==> src/rtl/qsys_regbank_pkg.sv <==
// Shared constants, FSM state type and parameter helpers for the qsys_regbank slave.
package qsys_regbank_pkg;

   localparam int unsigned ADDR_ID      = 0;
   localparam int unsigned ADDR_RW_BASE = 1;

   typedef enum logic {
      HOLD  = 1'b0,
      READY = 1'b1
   } state_e;

   function automatic int unsigned addr_cnt(input int unsigned num_rw);
      return num_rw + 1;
   endfunction

   // The ID word, every RW register and the counter must fit in the address space.
   function automatic bit aw_ok(input int unsigned aw, input int unsigned num_rw);
      return (64'd1 << aw) >= 64'(num_rw + 2);
   endfunction

endpackage

==> src/rtl/qsys_regbank_reg.sv <==
// One byte-enabled register with a registered write strobe.
module qsys_regbank_reg #(
   parameter int unsigned          DATA_W    = 32,
   parameter logic [DATA_W-1:0]    RESET_VAL = '0
) (
   input  logic                    clk_i,
   input  logic                    rst_ni,
   input  logic                    we_i,
   input  logic [DATA_W/8-1:0]     be_i,
   input  logic [DATA_W-1:0]       wdata_i,
   output logic [DATA_W-1:0]       q_o,
   output logic                    strobe_o
);

   logic [DATA_W-1:0] data_q, data_d;
   logic              strobe_q;

   always_comb begin
      data_d = data_q;
      if (we_i) begin
         for (int unsigned b = 0; b < DATA_W/8; b++) begin
            if (be_i[b]) data_d[b*8 +: 8] = wdata_i[b*8 +: 8];
         end
      end
   end

   always_ff @(posedge clk_i or negedge rst_ni) begin
      if (!rst_ni) begin
         data_q   <= RESET_VAL;
         strobe_q <= 1'b0;
      end else begin
         data_q   <= data_d;
         strobe_q <= we_i;
      end
   end

   assign q_o      = data_q;
   assign strobe_o = strobe_q;

endmodule

==> src/rtl/qsys_regbank.sv <==
// Avalon-MM register bank: ID word, NUM_RW byte-writable registers and a saturating
// write counter, with 1-cycle pipelined reads and a post-reset waitrequest hold-off.
module qsys_regbank
   import qsys_regbank_pkg::*;
#(
   parameter int unsigned          DATA_W    = 32,
   parameter int unsigned          NUM_RW    = 4,
   parameter int unsigned          AW        = 4,
   parameter logic [31:0]          ID_VALUE  = 32'h12345678,
   parameter logic [DATA_W-1:0]    RESET_VAL = '0,
   parameter int unsigned          HOLD_CYC  = 2
) (
   input  logic                       csi_MCLK_clk,
   input  logic                       rsi_MRST_reset_n,
   input  logic [AW-1:0]              avs_Regs_address,
   input  logic                       avs_Regs_read,
   output logic [DATA_W-1:0]          avs_Regs_readdata,
   output logic                       avs_Regs_readdatavalid,
   input  logic                       avs_Regs_write,
   input  logic [DATA_W-1:0]          avs_Regs_writedata,
   input  logic [DATA_W/8-1:0]        avs_Regs_byteenable,
   output logic                       avs_Regs_waitrequest,
   output logic [NUM_RW*DATA_W-1:0]   coe_Regs_export,
   output logic [NUM_RW-1:0]          coe_Regs_wrstrobe
);

   localparam int unsigned       ADDR_CNT = addr_cnt(NUM_RW);
   localparam logic [DATA_W-1:0] ID_WORD  = DATA_W'(ID_VALUE);

   if (!aw_ok(AW, NUM_RW)) begin : g_bad_aw
      $error("qsys_regbank: AW too small for NUM_RW+2 words");
   end

   state_e                       state_q, state_d;
   logic [3:0]                   hold_cnt_q, hold_cnt_d;
   logic [DATA_W-1:0]            cnt_q, cnt_d;
   logic [DATA_W-1:0]            rdata_q, rdata_d;
   logic                         rvalid_q;
   logic [DATA_W-1:0]            rd_mux;
   logic [NUM_RW-1:0]            wr_sel;
   logic [NUM_RW-1:0][DATA_W-1:0] rw_val;
   logic [31:0]                  addr_u;
   logic                         rd_acc, wr_acc;

   assign avs_Regs_waitrequest = (state_q != READY);
   assign rd_acc = avs_Regs_read  && !avs_Regs_waitrequest;
   assign wr_acc = avs_Regs_write && !avs_Regs_waitrequest;
   assign addr_u = 32'(avs_Regs_address);

   always_comb begin
      state_d    = state_q;
      hold_cnt_d = hold_cnt_q;
      case (state_q)
         HOLD: begin
            if (32'(hold_cnt_q) == HOLD_CYC - 1) state_d = READY;
            else                                 hold_cnt_d = hold_cnt_q + 4'd1;
         end
         READY: ;
      endcase
   end

   // Read mux sees register values before this cycle's write lands.
   always_comb begin
      wr_sel  = '0;
      rd_mux  = '0;
      cnt_d   = cnt_q;
      if (addr_u == ADDR_ID)  rd_mux = ID_WORD;
      if (addr_u == ADDR_CNT) rd_mux = cnt_q;
      for (int unsigned k = 0; k < NUM_RW; k++) begin
         if (addr_u == k + ADDR_RW_BASE) begin
            rd_mux    = rw_val[k];
            wr_sel[k] = wr_acc;
         end
      end
      if (wr_acc && addr_u == ADDR_CNT)  cnt_d = '0;
      else if (|wr_sel && cnt_q != '1)   cnt_d = cnt_q + DATA_W'(1);
      rdata_d = rd_acc ? rd_mux : rdata_q;
   end

   always_ff @(posedge csi_MCLK_clk or negedge rsi_MRST_reset_n) begin
      if (!rsi_MRST_reset_n) begin
         state_q    <= HOLD;
         hold_cnt_q <= '0;
         cnt_q      <= '0;
         rdata_q    <= '0;
         rvalid_q   <= 1'b0;
      end else begin
         state_q    <= state_d;
         hold_cnt_q <= hold_cnt_d;
         cnt_q      <= cnt_d;
         rdata_q    <= rdata_d;
         rvalid_q   <= rd_acc;
      end
   end

   for (genvar k = 0; k < NUM_RW; k++) begin : g_rw
      qsys_regbank_reg #(
         .DATA_W    (DATA_W),
         .RESET_VAL (RESET_VAL)
      ) u_reg (
         .clk_i    (csi_MCLK_clk),
         .rst_ni   (rsi_MRST_reset_n),
         .we_i     (wr_sel[k]),
         .be_i     (avs_Regs_byteenable),
         .wdata_i  (avs_Regs_writedata),
         .q_o      (rw_val[k]),
         .strobe_o (coe_Regs_wrstrobe[k])
      );
   end

   assign coe_Regs_export        = rw_val;
   assign avs_Regs_readdata      = rdata_q;
   assign avs_Regs_readdatavalid = rvalid_q;

endmodule

==> config.mk <==
export PLATFORM = sky130hd
export DESIGN_NAME = qsys_regbank
export DESIGN_NICKNAME = d
export VERILOG_FILES = /design/src/rtl/qsys_regbank_pkg.sv /design/src/rtl/qsys_regbank_reg.sv /design/src/rtl/qsys_regbank.sv
export SDC_FILE = /design/constraint.sdc
export NUM_CORES = 1
export LEC_CHECK = 0
export BUFFER_PORTS_ARGS = -buffer_cell sky130_fd_sc_hd__buf_2
export CAP_MARGIN = 5
export CELL_PAD_IN_SITES_DETAIL_PLACEMENT = 0
export CELL_PAD_IN_SITES_GLOBAL_PLACEMENT = 1
export CORE_UTILIZATION = 40
export DETAILED_ROUTE_END_ITERATION = 8
export GPL_TIMING_DRIVEN = 0
export PLACE_DENSITY_LB_ADDON = 0.1
export SLEW_MARGIN = 25
export SYNTH_ARGS = -nofsm -noshare
export SYNTH_HDL_FRONTEND = slang
export SYNTH_HIERARCHICAL = 1
export SYNTH_SLANG_ARGS = --single-unit
==> constraint.sdc <==
create_clock -name csi_MCLK_clk -period 5.1 [get_ports csi_MCLK_clk]
set_clock_uncertainty 0.15 [all_clocks]
set_input_delay 0.51 -clock csi_MCLK_clk [delete_from_list [all_inputs] [get_ports csi_MCLK_clk]]
set_output_delay 0.51 -clock csi_MCLK_clk [all_outputs]
set_load 0.005 [all_outputs]
Yosys cells after proc, flatten, opt, wreduce, memory -nomap -nowiden. Cells that the tools add are included.

$add $sub $neg: 2. Equality and inequality tests: 7. Muxes and demuxes: 14. Bitwise gates (word level): 2. Reduce and logical (&&, ||, !) cells: 24.

Operator list (number): $mux W32 (7); $reduce_and A2 Y1 (17); $add A32 B1 Y32 const B (1); $logic_not A32 Y1 (1); $ne A32 B32 Y1 const B (1); $mux W29 (1); $eq A4 B1 Y1 const B (2); $eq A4 B2 Y1 const B (2); $eq A4 B3 Y1 const B (2); $mux W1 (6); $add A4 B1 Y4 const B (1); $logic_and A1 B1 Y1 (4); $reduce_or A4 Y1 (1); $not A1 Y1 (2); $reduce_bool A2 Y1 (1).

Register bits after elaboration: 202. Output and inout bits: 166.

Longest topological paths before layout. Gate-level depths: netlist (run 1).

Depth after elaboration: 7. Gate-level depth with buffers: 8. Gate-level depth less buffers: 6.

Hierarchy. The synthesis (run 1) kept the hierarchy.

By module, submodules not included: qsys_regbank_reg (instances 4, cells each 69, area each 1211.2 sq um, sequential area each 825.8 sq um); qsys_regbank (instances 1, cells each 577, area each 4544.4 sq um, sequential area each 1751.7 sq um).

Worst setup path before layout (run 1). No wires, ideal clock.

Path type: in2reg. Start point: input avs_Regs_address[2]. End point: register g_rw[0].u_reg.data_q[10]. Library setup time: 0.125 ns. Data arrival time: 2.205 ns. Required time: 4.825 ns. Setup slack: 2.620 ns. Stages: 5. Cells stage by stage: clkbuf_1 > clkbuf_1 > nor4_1 > nand2_2 > mux2_2.

Cells in the longest elaborated chain, start to end: 3.

RTL lines: from (decl) (line qsys_regbank.sv:15) `input logic [AW-1:0] avs_Regs_address,`; $eq A4 B1 Y1 (line qsys_regbank.sv:70) `if (addr_u == k + ADDR_RW_BASE) begin`; $mux W1 (line qsys_regbank.sv:70); named net wr_sel[0] (line qsys_regbank.sv:40) `logic [NUM_RW-1:0] wr_sel;`; $reduce_and A2 Y1 (no line); to (signal assigned) (line qsys_regbank_reg.sv:32) `data_q <= data_d;`; to (decl) (line qsys_regbank_reg.sv:15) `logic [DATA_W-1:0] data_q, data_d;`.

The timed path passes the listed nets, and every way through them passes these cells. A chain may end at the register's enable or synchronous reset.

Worst setup path in the final report (run 1).
Start point: register cnt_q[16]. End point: register cnt_q[25].

Cells in the longest elaborated chain, start to end: 3. Elaborated cells on any way between the ends: 6. Those cells by class: add/sub: 1; eq/ne: 1; mux: 2; reduce/logical: 2.

RTL lines: from (decl) (line qsys_regbank.sv:36) `logic [DATA_W-1:0] cnt_q, cnt_d;`; from (signal assigned) (line qsys_regbank.sv:90) `cnt_q <= cnt_d;`; $add A32 B1 Y32 / $ne A32 B32 Y1 (equally long branches) (line qsys_regbank.sv:76) `else if (|wr_sel && cnt_q != '1) cnt_d = cnt_q + DATA_W'(1);`; $mux W32 / $logic_and A1 B1 Y1 (equally long branches) (line qsys_regbank.sv:76); $mux W32 / $reduce_bool A2 Y1 (equally long branches).

Parallel ways exist; a longest one is shown, timed or not. The select of a mux whose other input is x is not followed.

==> results of run 1 <==
[synthesized netlist by cell type, drive strengths merged, types with 12 or more instances]
cell,number,share of area [%]
nand3b,21,1.7
a22oi,13,1.0
nand2,80,3.6
o21a,19,1.5
o21ai,70,3.7
a21oi,88,4.7
dfrtp,202,54
clkbuf,38,1.5
mux2,128,15
a31oi,32,2.1
nor2,36,1.4
or4,14,1.1
o31ai,15,1.3
or3,12,0.80
[final cells by class]
| class | count | area [µm²] |
|---|---|---|
| inverter | 8 | 30.0 |
| clock buffer | 34 | 667 |
| multi-input combinational | 598 | 4140 |
| tap | 313 | 392 |
| sequential | 202 | 5050 |
| antenna | 2 | 5.00 |
| timing repair buffer | 213 | 1130 |
| buffer | 45 | 176 |
| fill | 2200 | 11200 |
| clock inverter | 5 | 53.8 |
[cell usage in the layout, fill, tap and decap left out, types with 4 or more instances in the layout]
cell / instances
clkbuf_8: 5
o21a_1: 19
nand3_1: 11
o31ai_1: 14
a22oi_1: 13
nand3b_1: 21
and3_1: 11
inv_1: 8
o211ai_1: 5
nor2_1: 36
mux2_2: 128
and4_1: 4
nand2_1: 64
or3_1: 12
nand4_1: 9
clkbuf_1: 44
clkbuf_16: 23
dfrtp_1: 202
o21ai_0: 70
a31oi_1: 32
or4_1: 14
nand2_2: 16
a21oi_1: 88
buf_2: 212
[state kept, by name, indices dropped and copies added (netlist names)]
signal                  count
avs_Regs_readdata          32
avs_Regs_readdatavalid      1
cnt_q                      32
g_rw.u_reg/q_o            128
g_rw.u_reg/strobe_o         4
hold_cnt_q                  4
state_q                     1
[worst min path at each step]
stage | start | endpoint | slack (ns) | cells after the start
after global routing | avs_Regs_writedata[13] | g_rw[1].u_reg/q_o[13] | 0.12 | 2
after detailed placement | rsi_MRST_reset_n | g_rw[3].u_reg/q_o[30] | 0.24 | 1
after floorplan | rsi_MRST_reset_n | avs_Regs_readdata[0] | 0.06 | 0
after global placement | avs_Regs_readdata[27] | avs_Regs_readdata[27] | 0.31 | 2
after CTS | avs_Regs_writedata[16] | g_rw[3].u_reg/q_o[16] | 0.12 | 2
final | avs_Regs_writedata[16] | g_rw[3].u_reg/q_o[16] | 0.13 | 2
[report_power, final]
part	total, mW	switching, mW	internal [mW]
combinational	0.665	0.316	0.349
clock	1.60	0.646	0.949
sequential	2.03	0.205	1.83
[layer usage]
| metal | up-vias | wire length (µm) |
|---|---|---|
| li1 | 3631 | - |
| met1 | 3941 | 14000 |
| met2 | 256 | 13900 |
| met3 | 42 | 1850 |
| met4 | 0 | 599 |
| met5 | - | 0 |
[worst max-delay path: stages, from the launching register on]
cell	delay, ns
dfrtp_1	0.51
nand4_1	0.29
or4_1	0.63
nor3_1	0.64
buf_2	0.37
or4_1	0.14
a21oi_1	0.06
[cell families (layout without fill, tap and decap cells)]
logic type      after synthesis  in the layout  share of synthesized area [%]
simple gates                216            216                           12.4
other cells                   0              2                              0
buf+inv                      53            305                           2.20
xor+xnor                      5              5                          0.467
flops                       202            202                           53.8
mux                         130            130                           15.6
fa+ha+maj                     3              3                          0.400
compound gates              244            244                           15.1
[per-stage QoR]
step	worst slack, ns	hold WS, ns
5_1_grt	2.05	0.122
2_1_floorplan	2.62	0.0644
3_5_place_dp	1.69	0.243
6_report	2.17	0.129
4_1_cts	2.20	0.120
3_3_place_gp	-0.209	0.309
==> impl_metrics.env, run 1 <==
export IMPL_status="finished clean"
export IMPL_synth_seq_cells=202
export IMPL_hold_buffers=1
export IMPL_placedCellCount=1378
export IMPL_min_period_over_period_pct=57.5
export IMPL_endpoint="cnt_q[25]"
export IMPL_grt_pass1_wl_um=46400
export IMPL_finalPower_mw=4.29
export IMPL_die_w_um=155
export IMPL_wl_um=30400
export IMPL_met3_usage_pct=3.84
export IMPL_initialDrtViolationCount=613
export IMPL_grt_use_total_pct=25.3
export IMPL_ys_flop_type="dfrtp_1"
export IMPL_r2r_slack_ns=2.17
export IMPL_rows=55
export IMPL_rr_endpoint="cnt_q[25]"
export IMPL_crit_type="flop to flop"
export IMPL_hpwl_um=22100
export IMPL_r2r_start="cnt_q[16]"
export IMPL_slew_headroom_pct=33.7
export IMPL_async_flop_share_pct=100
export IMPL_postCtsSetupBuffers=0
export IMPL_area_growth_syn_to_layout_pct=24.0
export IMPL_nNetsFinal=1138
export IMPL_grt_setup_unrepaired="no"
export IMPL_clock_sinks=202
export IMPL_worst_r2r_cell_count=6
export IMPL_die_y_um=155
export IMPL_cts_resized=0
export IMPL_tns_ns=0
export IMPL_setup_viol=0
export IMPL_met1_usage_pct=36.2
export IMPL_vias_per_cell=5.54
export IMPL_p_leak_nw=5.39
export IMPL_final_hold_violation_count=0
export IMPL_hold_class="input port to flop"
export IMPL_drc_errors=0
export IMPL_antenna_found_initial=2
export IMPL_vias=7870
export IMPL_placed_area_mm2=0.0109
export IMPL_wl_per_cell_um=21.4
export IMPL_fin_cells=1420
export IMPL_p_per_area_mw_per_mm2=369
export IMPL_fin_crit_ns=2.93
export IMPL_clk_latency_ns=0.51
export IMPL_fmax_mhz=341
export IMPL_grt_pass1_vias=7851
export IMPL_numCtsBuffers=23
export IMPL_synth_warnings=6
export IMPL_cts_root_buf="clkbuf_16"
export IMPL_grt_max_degree=90
export IMPL_crit_path_start="cnt_q[16]"
export IMPL_cp_start_kind="flop"
export IMPL_drtPass1Iterations=5
export IMPL_pin_count=210
export IMPL_crit_fanout=10
export IMPL_crit_path_end_kind="flop"
export IMPL_clk_pin_slew_worst_paths_ns=0.06
export IMPL_start_util_pct=41.1
export IMPL_drtAntennaViolNets=0
export IMPL_io_buffers=208
export IMPL_cts_tree="yes"
export IMPL_cts_buffer_depth=3
export IMPL_synthesis_area_mm2=0.00939
export IMPL_grtUsageMet2_pct=40.2
export IMPL_tightest_slew_ns=0.987
export IMPL_synth_edf_count=0
export IMPL_dieArea_mm2=0.0241
export IMPL_grt_overflow=0
export IMPL_crit_required_ns=5.32
export IMPL_drive_gt1_share_pct=36.2
export IMPL_maxCapViolations=0
export IMPL_syn_avg_cell_area_um2=11.0
export IMPL_ir_drop_mv=0.168
export IMPL_slew_viol_final=0
export IMPL_busiest_layer="met2"
export IMPL_utilization_pct=51.0
export IMPL_htree_levels=1
export IMPL_gp_congestion=0.853
export IMPL_critPathArrivalTime_ns=3.15
export IMPL_coreArea_mm2=0.0228
export IMPL_synthesis_nets=900
export IMPL_synth_seq_area_share_pct=53.8
export IMPL_synth_cell_type_count=42
export IMPL_fin_area_mm2=0.0116
export IMPL_synthCells=853
Power figures use the tool's default switching activity.
==> inputs of run 2 (changes only) <==
--- a/config.mk
+++ b/config.mk
@@ -9,7 +9,7 @@
 export CAP_MARGIN = 5
 export CELL_PAD_IN_SITES_DETAIL_PLACEMENT = 0
 export CELL_PAD_IN_SITES_GLOBAL_PLACEMENT = 1
-export CORE_UTILIZATION = 40
+export CORE_UTILIZATION = 38
 export DETAILED_ROUTE_END_ITERATION = 8
 export GPL_TIMING_DRIVEN = 0
 export PLACE_DENSITY_LB_ADDON = 0.1
==> constraint.sdc (replaced) <==
create_clock -name csi_MCLK_clk -period 2.38 [get_ports csi_MCLK_clk]
set_clock_uncertainty 0.15 [all_clocks]
set_input_delay 0.238 -clock csi_MCLK_clk [delete_from_list [all_inputs] [get_ports csi_MCLK_clk]]
set_output_delay 0.238 -clock csi_MCLK_clk [all_outputs]
set_load 0.005 [all_outputs]
==> run 2 against run 1 <==
Total power rose by 130%. Cell area rose by 6.5%. Worst hold slack got worse by 0.090 ns. Die area rose by 5.2%. Largest cell class unchanged. Largest power group unchanged. Highest routed layer is now met5.
==> impl_metrics.env, run 2 (same netlist as run 1, synthesis figures left out) <==
export IMPL_setup_viol=0
export IMPL_hold_class="input port to flop"
export IMPL_htree_levels=1
export IMPL_final_cell_mix="buf_2 (211), dfrtp_1 (186), mux2_2 (128)"
export IMPL_fin_crit_ns=2.28
export IMPL_placed_area_mm2=0.0109
export IMPL_cpMostUsedCell="and3_1"
export IMPL_maxCapViolations=0
export IMPL_rr_endpoint="cnt_q[21]"
export IMPL_r2r_start="cnt_q[4]"
export IMPL_pin_count=210
export IMPL_crit_required_ns=2.66
export IMPL_grt_pass1_wl_um=48100
export IMPL_status="finished clean"
export IMPL_p_leak_nw=5.75
export IMPL_final_common_cell="buf_2"
export IMPL_grt_pass1_vias=7921
export IMPL_start_util_pct=38.7
export IMPL_fin_ws_ns=0.0997
export IMPL_gp_congestion=0.829
export IMPL_pre_cts_ws_ns=-0.720
export IMPL_r2r_slack_ns=0.1
export IMPL_rows=57
export IMPL_cp_start_kind="flop"
export IMPL_crit_path_end_kind="flop"
export IMPL_coreArea_mm2=0.0242
export IMPL_p_per_area_mw_per_mm2=791
export IMPL_cts_root_buf="clkbuf_16"
export IMPL_drtAntennaViolNets=0
export IMPL_crit_chain="and3_1 > and3_1 > nand3_2 > or4_1 > a21oi_1"
export IMPL_dieArea_mm2=0.0253
export IMPL_fmax_mhz=439
export IMPL_largest_reg_flops=128
export IMPL_die_w_um=159
export IMPL_critPathArrivalTime_ns=2.56
export IMPL_vias=8113
export IMPL_placedCellCount=1389
export IMPL_crit_type="flop to flop"
export IMPL_min_period_over_period_pct=95.8
export IMPL_antenna_found_initial=3
export IMPL_io_buffers=208
export IMPL_clk_pin_slew_worst_paths_ns=0.06
export IMPL_fin_area_mm2=0.0124
export IMPL_drc_errors=0
export IMPL_worst_r2r_cell_count=5
export IMPL_cp_depth=5
export IMPL_grt_overflow=0
export IMPL_fill_cells=2245
export IMPL_die_y_um=159
export IMPL_clock_sinks=202
export IMPL_endpoint="cnt_q[21]"
export IMPL_final_hold_violation_count=0
export IMPL_area_growth_syn_to_layout_pct=32.1
export IMPL_crit_fanout=8
export IMPL_wl_per_cell_um=21.1
export IMPL_vias_per_cell=5.43
export IMPL_grt_use_total_pct=24.7
export IMPL_path_delay_family="simple AND/OR/NAND/NOR gates"
export IMPL_grt_max_degree=80
export IMPL_slew_viol_final=0
export IMPL_cts_tree="yes"
export IMPL_fin_cells=1494
export IMPL_hpwl_um=22300
export IMPL_initialDrtViolationCount=536
export IMPL_tightest_slew_ns=0.785
export IMPL_drive_gt1_share_pct=39.6
export IMPL_numCtsBuffers=24
export IMPL_ir_drop_mv=0.475
export IMPL_critical_path_buf_inv_count=0
export IMPL_drtPass1Iterations=4
export IMPL_whs_ns=0.0396
export IMPL_nNetsFinal=1198
export IMPL_worst_path_largest_cell_delay_ns=0.54
export IMPL_clk_latency_ns=0.52
export IMPL_crit_path_start="cnt_q[4]"
export IMPL_wl_um=31500
export IMPL_slew_headroom_pct=47.7
export IMPL_cp_slowest_cell="or4_1"
export IMPL_cts_buffer_depth=3
export IMPL_tns_ns=0
-- run 2: what timing repair did --
action,4_1_cts,5_1_grt
pin swaps,4,7
setup buffers,6,20
resized for setup,17,22
setup endpoints to repair,75,103
gates cloned,0,1
hold buffers,33,0
hold endpoints to repair,251,0
-- run 2: area by class of cell --
type,count,area [µm²],share of cell area [%]
multi-input cells,599,4210,33.9
clock buffers,34,699,5.64
plain buffers,45,189,1.52
repair buffers,271,1640,13.2
flip-flops and latches,202,5070,40.9
well taps,324,405,3.27
diodes,1,2.50,0.0202
clock inverters,10,154,1.24
inverters,8,30.0,0.242
-- run 2: worst min path at each step --
stage | startpoint | to | slack (ns) | depth (start not counted)
3_3_place_gp | avs_Regs_readdata[30] | avs_Regs_readdata[30] | 0.31 | 2
6_report | avs_Regs_write | g_rw[2].u_reg/strobe_o | 0.04 | 2
4_1_cts | avs_Regs_write | g_rw[3].u_reg/strobe_o | 0.06 | 3
3_5_place_dp | rsi_MRST_reset_n | g_rw[3].u_reg/q_o[30] | 0.04 | 1
5_1_grt | avs_Regs_write | g_rw[2].u_reg/strobe_o | 0.04 | 2
2_1_floorplan | rsi_MRST_reset_n | avs_Regs_readdata[0] | -0.21 | 0
-- run 2: per-stage QoR --
stage / power [mW] / utilization (%)
global placement: 5.81 / 44.7
CTS: 9.87 / 50.4
floorplan: 4.94 / -
global route: 10.3 / 51.2
detailed placement: 5.85 / 45.0
finish: 9.81 / 51.2
-- run 2: power breakdown --
group          switching (mW)  internal (mW)
clock network            1.46           2.48
logic                   0.710          0.825
registers               0.424           3.92
total                    2.59           7.22
-- run 2: worst reg2reg max path, stage by stage, from the launching register on --
cell     delay (ns)
dfrtp_1        0.44
and3_1         0.29
and3_1         0.40
nand3_2        0.23
or4_1          0.54
a21oi_1        0.15
-- run 2: per-layer routing --
layer  up-vias  global-route usage, %  share of wire, %
met2       246                   38.4                45
li1       3764                      -                 -
met5         -                      0             0.041
met3        47                   4.82               5.9
met1      4054                   35.4                47
met4         2                   6.47               2.1
==> inputs of run 3 (changes only) <==
--- a/config.mk
+++ b/config.mk
@@ -9,12 +9,12 @@
 export CAP_MARGIN = 5
 export CELL_PAD_IN_SITES_DETAIL_PLACEMENT = 0
 export CELL_PAD_IN_SITES_GLOBAL_PLACEMENT = 1
-export CORE_UTILIZATION = 38
+export CORE_UTILIZATION = 39
 export DETAILED_ROUTE_END_ITERATION = 8
 export GPL_TIMING_DRIVEN = 0
+export MAX_ROUTING_LAYER = met4
 export PLACE_DENSITY_LB_ADDON = 0.1
 export SLEW_MARGIN = 25
 export SYNTH_ARGS = -nofsm -noshare
 export SYNTH_HDL_FRONTEND = slang
-export SYNTH_HIERARCHICAL = 1
 export SYNTH_SLANG_ARGS = --single-unit
==> run 3 against run 2 <==
Register-to-register slack worse by 0.05 ns. Largest cell class unchanged. Sequential cell count unchanged. Cell count down 4.0%. Worst setup slack got worse by 0.051 ns. Synthesized cell count decreased by 4.1%. Global-route usage increased by 2.2 points. Sequential power about the same. Cell area decreased by 1.4%. Die area fell by 2.5%. Non-clock buffer count fell by 14. Critical path depth up 3. Via count fell by 1.5%.
==> impl_metrics.env, run 3 <==
export IMPL_crit_path_start="cnt_q[0]"
export IMPL_finalPower_mw=9.53
export IMPL_cp_start_kind="flop"
export IMPL_critPathArrivalTime_ns=2.61
export IMPL_crit_fanout=5
export IMPL_area_growth_syn_to_layout_pct=30.2
export IMPL_clk_latency_ns=0.51
export IMPL_cts_buffer_depth=3
export IMPL_clk_pin_slew_worst_paths_ns=0.06
export IMPL_numCtsBuffers=24
export IMPL_drc_errors=0
export IMPL_final_cell_mix="buf_2 (212), dfrtp_1 (202), mux2_2 (125)"
export IMPL_hpwl_um=22500
export IMPL_seq_area_mm2=0.00505
export IMPL_grt_pass1_wl_um=47800
export IMPL_synth_seq_area_share_pct=53.8
export IMPL_grt_use_total_pct=26.9
export IMPL_antenna_found_initial=0
export IMPL_final_common_cell="buf_2"
export IMPL_synth_common_cells="dfrtp_1 (202), mux2_2 (125), o21ai_0 (78)"
export IMPL_start_util_pct=39.9
export IMPL_crit_required_ns=2.66
export IMPL_cts_root_buf="clkbuf_16"
export IMPL_crit_path_end_kind="flop"
export IMPL_nNetsFinal=1149
export IMPL_drtAntennaViolNets=0
export IMPL_tightest_slew_ns=0.897
export IMPL_grt_overflow=0
export IMPL_synth_warnings=0
export IMPL_die_y_um=157
export IMPL_fin_area_mm2=0.0122
export IMPL_ir_drop_mv=0.495
export IMPL_multi_input_area_mm2=0.00422
export IMPL_die_w_um=157
export IMPL_clkPwrFrac_pct=38.3
export IMPL_maxCapViolations=0
export IMPL_cts_tree="yes"
export IMPL_fin_crit_ns=2.33
export IMPL_fmax_mhz=429
export IMPL_synth_area_leaders="dfrtp_1 (54%), mux2_2 (15%), o21ai_0 (4.2%), a21oi_1 (3.8%), a221oi_1 (3.0%)"
export IMPL_synthCells=818
export IMPL_vias_per_cell=5.57
export IMPL_synth_cell_type_count=53
export IMPL_rows=56
export IMPL_r2r_start="cnt_q[0]"
export IMPL_crit_type="flop to flop"
export IMPL_clock_sinks=202
export IMPL_p_leak_nw=5.64
export IMPL_synth_seq_cells=202
export IMPL_status="finished clean"
export IMPL_yosys_area_top_type_share_pct=53.8
export IMPL_pwr_share_comb_pct=16.0
export IMPL_wl_per_cell_um=22.3
export IMPL_diodes=0
export IMPL_drive_gt1_share_pct=38.2
export IMPL_grt_setup_unrepaired="yes"
export IMPL_synthesis_nets=865
export IMPL_placed_area_mm2=0.0109
export IMPL_async_flop_share_pct=100
export IMPL_syn_avg_cell_area_um2=11.5
export IMPL_htree_levels=1
export IMPL_min_period_over_period_pct=98.0
export IMPL_yosysMostFrequentCell="dfrtp_1"
export IMPL_p_int_mw=6.96
export IMPL_wl_um=31900
export IMPL_dieArea_mm2=0.0247
export IMPL_vias=7989
export IMPL_synth_edf_count=0
export IMPL_p_sw_mw=2.57
export IMPL_yosysTopAreaCell="dfrtp_1"
export IMPL_power_frac_seq_pct=45.7
export IMPL_synthesis_area_mm2=0.00939
export IMPL_cp_slowest_cell="dfrtp_1"
export IMPL_pin_count=210
export IMPL_p_sw_share_pct=27.0
export IMPL_ys_flop_type="dfrtp_1"
export IMPL_drtPass1Iterations=5
export IMPL_grt_max_degree=77
export IMPL_final_hold_violation_count=0
export IMPL_whs_ns=0.125
export IMPL_p_per_area_mw_per_mm2=779
export IMPL_min_delay_start="avs_Regs_byteenable[1]"
export IMPL_slew_headroom_pct=39.9
export IMPL_largest_reg_flops=128
export IMPL_placedCellCount=1348
export IMPL_setup_viol=0
export IMPL_fin_cells=1434
export IMPL_crit_chain="ha_2 > nand4_1 > buf_4 > a2111oi_4 > nand4_1 > buf_4 > or4_4 > a21oi_1"
export IMPL_gp_congestion=0.815
export IMPL_io_buffers=209
export IMPL_coreArea_mm2=0.0235
export IMPL_initialDrtViolationCount=488
export IMPL_slew_viol_final=0
export IMPL_worst_path_largest_cell_delay_ns=0.43
export IMPL_fill_cells=2192
export IMPL_hold_class="input port to flop"
export IMPL_grt_pass1_vias=7847
run 3: cell types whose count changed in the layout (fill, tap and decap cells not counted), moves of 14 or more:
cell and change:
a31oi_1 -29, nand2b_1 +19, nand3b_1 -18, a221oi_1 +32, dfrtp_2 -16, nor2_1 -24, o21a_1 -18, o2bb2ai_1 +19
mux2i_1 +14, dfrtp_1 +16, a21oi_1 -17
run 3: per-stage QoR:
stage | TNS [ns] | setup WS, ns | util, %
after floorplan | 0 | 0.214 | -
after global placement | -575.57 | -2.65 | 46.0
after detailed placement | -46.60 | -0.470 | 46.4
after CTS | -1.50 | -0.0847 | 51.4
after global routing | -0.529 | -0.102 | 51.9
final | 0 | 0.0483 | 51.9
run 3: power by group through the flow:
stage | sequential, mW | clock, mW | combinational [mW]
floorplan | 4.32 | 0 | 0.640
global placement | 4.40 | 0 | 1.43
detailed placement | 4.41 | 0 | 1.47
CTS | 4.35 | 3.71 | 1.52
global route | 4.41 | 3.86 | 1.69
finish | 4.35 | 3.65 | 1.52
run 3: cells by family (layout without fill, tap and decap cells):
| family | count (synthesis) | count (layout) | synth area share [%] |
|---|---|---|---|
| XOR/XNOR | 5 | 5 | 0.466 |
| multiplexers | 144 | 144 | 17.1 |
| flip-flops | 202 | 202 | 53.8 |
| AO/OA/AOI/OAI | 231 | 231 | 15.6 |
| buffers and inverters | 53 | 350 | 2.34 |
| AND/OR/NAND/NOR | 180 | 180 | 10.3 |
| adder cells (fa/ha/maj) | 3 | 3 | 0.400 |
run 3: cell type report:
cell class / count / area share, %
Sequential cell: 202 / 41.3
Timing Repair Buffer: 259 / 12.7
Inverter: 9 / 0.276
Tap cell: 319 / 3.26
Multi-Input combinational cell: 563 / 34.5
Clock buffer: 35 / 5.75
Buffer: 43 / 1.57
Clock inverter: 4 / 0.573
run 3: path summary, 6_finish.rpt:
kind / cells past startpoint / to / slack, ns
worst max register to register: 8 / cnt_q[30] / 0.05
max in group asynchronous: 3 / g_rw[1].u_reg.q_o[12] / 1.17
min in group asynchronous: 2 / g_rw[1].u_reg.q_o[30] / 0.15
worst min-delay path: 3 / g_rw[2].u_reg.q_o[13] / 0.13
worst min register to register: 1 / hold_cnt_q[3] / 0.32
worst max-delay path: 8 / cnt_q[30] / 0.05
run 3: what timing repair did:
item,4_1_cts,5_1_grt
endpoints found under the hold margin,202,0
pin swaps,3,6
setup endpoints to repair,139,128
buffers inserted,6,9
hold buffers,33,0
resized for setup,9,18
run 3: metal layers:
layer	wire length, µm	global-route usage (%)	vias up
li1	-	-	3655
met3	1800	3.66	54
met4	764	7.21	0
met2	14800	41.5	249
met5	0	-	-
met1	14600	37.1	4031
run 3: critical path: cells and delay by family, from the launching register on:
family                     cells  cell delay [ns]
and+or+nand+nor                3             0.73
DFF                            1             0.43
adders and majority gates      1             0.23
buffers and inverters          2             0.38
AOI/OAI and AO/OA              2             0.34
